## config.mk

```make
export PLATFORM = sky130hd
export DESIGN_NAME = arm_control_unit
export DESIGN_NICKNAME = d
export VERILOG_FILES = /design/src/rtl/arm_ctrl_pkg.sv /design/src/rtl/cond_check.sv /design/src/rtl/arm_control_unit.sv
export SDC_FILE = /design/constraint.sdc
export NUM_CORES = 1
export LEC_CHECK = 0
export CORE_MARGIN = 1.5
export CORE_UTILIZATION = 18
export CTS_BUF_LIST = sky130_fd_sc_hd__clkbuf_4
export DETAILED_ROUTE_END_ITERATION = 8
export GPL_ROUTABILITY_DRIVEN = 0
export PLACE_DENSITY = 0.75
export RECOVER_POWER = 100
export SKIP_CTS_REPAIR_TIMING = 1
export SLEW_MARGIN = 0
export SYNTH_ARGS = -nofsm -noshare
export SYNTH_HDL_FRONTEND = slang
export SYNTH_SLANG_ARGS = --single-unit
```

## constraint.sdc

```tcl
create_clock -name CLK -period 2.2 [get_ports CLK]
set_input_delay 0.66 -clock CLK [delete_from_list [all_inputs] [get_ports CLK]]
set_output_delay 0.66 -clock CLK [all_outputs]
set_load 0.01 [all_outputs]
```

## src/rtl/arm_ctrl_pkg.sv

```systemverilog
// arm_ctrl_pkg: shared encodings for the ARM control unit (op/cmd, ALU and ImmSrc codes, conditions, FSM states)
package arm_ctrl_pkg;
  localparam logic [1:0] OP_DP = 2'b00, OP_MEM = 2'b01, OP_BR = 2'b10;
  localparam logic [3:0] CMD_AND = 4'b0000, CMD_SUB = 4'b0010, CMD_ADD = 4'b0100;
  localparam logic [3:0] CMD_CMP = 4'b1010, CMD_ORR = 4'b1100, CMD_MOV = 4'b1101;
  localparam logic [1:0] ALU_ADD = 2'b00, ALU_SUB = 2'b01, ALU_AND = 2'b10, ALU_ORR = 2'b11;
  localparam logic [1:0] IMM_DP = 2'b00, IMM_MEM = 2'b01, IMM_BR = 2'b10;
  localparam logic [3:0] COND_EQ = 4'h0, COND_NE = 4'h1, COND_CS = 4'h2, COND_CC = 4'h3;
  localparam logic [3:0] COND_MI = 4'h4, COND_PL = 4'h5, COND_VS = 4'h6, COND_VC = 4'h7;
  localparam logic [3:0] COND_HI = 4'h8, COND_LS = 4'h9, COND_GE = 4'hA, COND_LT = 4'hB;
  localparam logic [3:0] COND_GT = 4'hC, COND_LE = 4'hD, COND_AL = 4'hE;
  typedef enum logic {EXEC, WAIT} state_t;
endpackage

```

## src/rtl/cond_check.sv

```systemverilog
// cond_check: evaluates the ARM condition field against registered NZCV
module cond_check
  import arm_ctrl_pkg::*;
(
  input  logic [3:0] cond,
  input  logic [3:0] flags,
  output logic       cond_ex
);
  logic n, z, c, v, ge;
  assign {n, z, c, v} = flags;
  assign ge = n == v;
  always_comb
    case (cond)
      COND_EQ: cond_ex = z;
      COND_NE: cond_ex = ~z;
      COND_CS: cond_ex = c;
      COND_CC: cond_ex = ~c;
      COND_MI: cond_ex = n;
      COND_PL: cond_ex = ~n;
      COND_VS: cond_ex = v;
      COND_VC: cond_ex = ~v;
      COND_HI: cond_ex = c & ~z;
      COND_LS: cond_ex = ~c | z;
      COND_GE: cond_ex = ge;
      COND_LT: cond_ex = ~ge;
      COND_GT: cond_ex = ~z & ge;
      COND_LE: cond_ex = z | ~ge;
      COND_AL: cond_ex = 1'b1;
      default: cond_ex = 1'b0;
    endcase
endmodule

```

## src/rtl/arm_control_unit.sv

```systemverilog
// arm_control_unit: single-cycle ARM decode, memory-stall FSM and NZCV register (COND_EXEC_EN enables condition codes)
module arm_control_unit
  import arm_ctrl_pkg::*;
(
  input  logic        CLK,
  input  logic        reset,
  input  logic [31:0] Instr,
  input  logic [3:0]  ALUFlags,
  input  logic        mem_ready,
  output logic [1:0]  RegSrc,
  output logic [1:0]  ImmSrc,
  output logic [1:0]  ALUControl,
  output logic        RegWrite,
  output logic        ALUSrc,
  output logic        MemtoReg,
  output logic        PCSrc,
  output logic        MOVInstr,
  output logic        link,
  output logic        MemWrite,
  output logic        MemReq,
  output logic        Stall,
  output logic [3:0]  Flags
);
  logic [3:0] cmd;
  logic is_dp, is_mem, is_br, is_cmp, dp_ok, ldr, cond_ex, exec, unused;
  logic [1:0] dp_alu;
  state_t state;
  assign cmd = Instr[24:21];
  assign is_dp = Instr[27:26] == OP_DP;
  assign is_mem = Instr[27:26] == OP_MEM;
  assign is_br = Instr[27:26] == OP_BR;
  assign is_cmp = cmd == CMD_CMP;
  assign ldr = is_mem & Instr[20];
  assign dp_ok = is_dp & (cmd == CMD_AND | cmd == CMD_SUB | cmd == CMD_ADD | is_cmp | cmd == CMD_ORR | cmd == CMD_MOV);
  assign dp_alu = cmd == CMD_AND ? ALU_AND : (cmd == CMD_SUB | is_cmp) ? ALU_SUB : cmd == CMD_ORR ? ALU_ORR : ALU_ADD;
`ifdef COND_EXEC_EN
  cond_check u_cond (.cond(Instr[31:28]), .flags(Flags), .cond_ex(cond_ex));
  assign unused = ^{Instr[22], Instr[19:16], Instr[11:0]};
`else
  assign cond_ex = 1'b1;
  assign Flags = 4'b0;
  assign unused = ^{Instr[31:28], Instr[22], Instr[19:16], Instr[11:0], ALUFlags};
`endif
  assign exec = cond_ex & ~reset;
  assign RegSrc = is_br ? 2'b01 : (is_mem & ~Instr[20]) ? 2'b10 : 2'b00;
  assign ImmSrc = is_mem ? IMM_MEM : is_br ? IMM_BR : IMM_DP;
  assign ALUSrc = is_dp ? Instr[25] : (is_mem | is_br);
  assign ALUControl = is_mem ? (Instr[23] ? ALU_ADD : ALU_SUB) : is_dp ? dp_alu : ALU_ADD;
  assign MemtoReg = ldr;
  assign MOVInstr = is_dp & cmd == CMD_MOV;
  // a pending access keeps requesting until acknowledged; reset abandons it
  assign MemReq = ~reset & (state == WAIT | (is_mem & cond_ex));
  assign Stall = MemReq & ~mem_ready;
  assign RegWrite = exec & ((dp_ok & ~is_cmp) | (ldr & mem_ready) | (is_br & Instr[24]));
  assign MemWrite = exec & is_mem & ~Instr[20] & mem_ready;
  assign link = exec & is_br & Instr[24];
  assign PCSrc = (exec & is_br) | (~is_br & Instr[15:12] == 4'hF & RegWrite);
  always_ff @(posedge CLK) begin
    state <= (~reset & Stall) ? WAIT : EXEC;
`ifdef COND_EXEC_EN
    if (reset) Flags <= 4'b0;
    else if (exec & dp_ok & (Instr[20] | is_cmp))
      Flags <= {ALUFlags[3:2], (cmd == CMD_ADD | cmd == CMD_SUB | is_cmp) ? ALUFlags[1:0] : Flags[1:0]};
`endif
  end
endmodule
```

==> reports/results.tsv <==
metric	value	unit
Reg-to-Reg End	state	
CP required	1.54	ns
Top reg by flops	state	
top-count cell post-synth	buf_4	
# fillers	157	
Fin Hold WS	0.5389	ns
top area cells in the synthesized netlist	buf_4 17%, ha_1 12%, dfxtp_1 6.6%	
Site Rows	14	
RSZ-0062 raised after global routing	true	
Post-Synthesis Cell Area	302.8	sq um
gr busiest metal	met2	
Die W	44.02	um
P_leak	0.5040	nW
HP Class	reg2reg	
Vias	432	
Post-DRT Antenna Nets	0	
Design Power	0.0001380	W
final period utilization	111.5	%
GRT met1 Usage	13.12	%
setup_tns	-0.8039	ns
DRT Pass-1 Iters	3	
commonest cells in the netlist	7 x buf_4, 5 x inv_1, 4 x nand2_1, 4 x nor2_1, 3 x ha_1	
final instance area	789.5	sq um
vias in the first global route	361	
number of flip-flops under the largest register name	1	
Slew Limit Fails	0	
post-synth top area share	17.36	%
power density over the cells	174.8	nW/um^2
clk slew on worst S/H paths	0	ns
M2 GR Usage	18.24	%
gr ovfl total	0	
Crit Path Class	in2out	
hold path depth	2	
Util after Layout	51.22	%
met3 GRT Util	0	%
DIE AREA	1937	sq um
R2R depth	2	
run status	complete, but fails checks	
WHS Endpoint	state	
WP data arrival	1.79	ns
Area growth, synth to finish	160.7	%
Antenna diodes	0	
post-route setup slack	-0.2521	ns
first-pass GRT wire length	1511	um
Core ar.	1541	sq um
Avg Inst Size Synth	6.729	sq um
sequential area share after synthesis	6.612	%
Syn Inst Count	45	
final net count	127	
post-synth top area cell	buf_4	
multi-input logic area	309.0	sq um
Worst Setup End Kind	primary output	
commonest register cell after synthesis	dfxtp_1	
placed inst area	724.4	sq um
GRT Total Usage	9.672	%
largest net degree at the start of global routing	7	
Initial Util	19.64	%
failing checks	setup timing	
maximum vdd drop	0.1138	mV
r2r setup slk	1.57	ns
Top Registers	state (1)	
flops & latches, synth	1	
Yosys warning count	0	
port bufs	29	
Post-Route Skew	0	ns
clk_lat worst skew	0	ns
R2R Path Start	state	
Setup-failing EPs final	6	
I/O pins	58	
Die Ht	44.02	um
Sequential Area	20.02	sq um
Worst Setup Start Kind	input port	
Tmin final	2.452	ns
Vias per Instance	4.364	
DRT Wirelength	1065	um
Max Cap Viol	0	
final hold violations	0	
Residual DRC	0	
share of cells above drive strength 1	48.19	%
Post-synth EDFFs	0	
asr flop ratio synth	0	%
Hold Startpoint	state	
Distinct cells, synth	24	
Final HPWL DP	814.3	um
wire length per cell	10.76	um
Fmax	407.8	MHz
maximum net fanout on the critical path	2	
1st-iter DRT viols	2	
initial antenna violation count	0	
[critical path, stage by stage]
cell and delay [ns]:
buf_12 0.11, inv_12 0.04, ha_4 0.11, inv_2 0.03, or4_4 0.56, o22ai_4 0.12
buf_2 0.15
[per-stage QoR]
stage	std cells	worst slack, ns
final	99	-0.2521
after global routing	99	-0.2940
after CTS	99	-1.159
after detailed placement	99	-1.159
after global placement	99	-1.138
after floorplan	48	-0.006764
[worst max-delay path by stage]
stage,from,end,depth (start not counted)
floorplan,Instr[27],ALUControl[1],5
global placement,Instr[27],ALUControl[0],7
detailed placement,Instr[27],ALUControl[1],7
CTS,Instr[27],ALUControl[1],7
global route,Instr[26],ALUControl[0],7
finish,Instr[27],ALUControl[0],7
[placed cells by master (no fill, tap or decap), drive strengths merged, types with 2 or more instances in the layout]
cell type      n
nand2          4
dlymetal6s2s  16
clkbuf         4
buf           20
and2           2
a31oi          2
inv            5
nor3           2
conb           4
nor2           4
ha             3
[report_power, final]
group	leakage (nW)	internal [W]	switching (W)
clock	0	0	0
sequential	0.00816	0.0000192	0.000000206
combinational	0.496	0.0000668	0.0000519
[layout make-up]
class	instances	share of cell area (%)
Inverter	6	5.071
Multi-Input combinational cell	34	39.14
Sequential cell	1	2.536
Tap cell	16	2.536
Timing Repair Buffer	42	50.71
[logic make-up after synthesis]
kind of cell | Yosys count | synth area share, %
buf+inv | 13 | 24.79
fa+ha+maj | 3 | 12.40
simple gates | 19 | 35.13
other cells | 1 | 1.238
mux | 1 | 3.719
compound gates | 7 | 16.12
flops | 1 | 6.612
[per-layer routing]
layer,vias to the layer above,routed length [um]
met2,18,536
li1,223,-
met5,-,0
met4,0,0
met3,0,77
met1,191,451
Power figures use the tool's default switching activity.
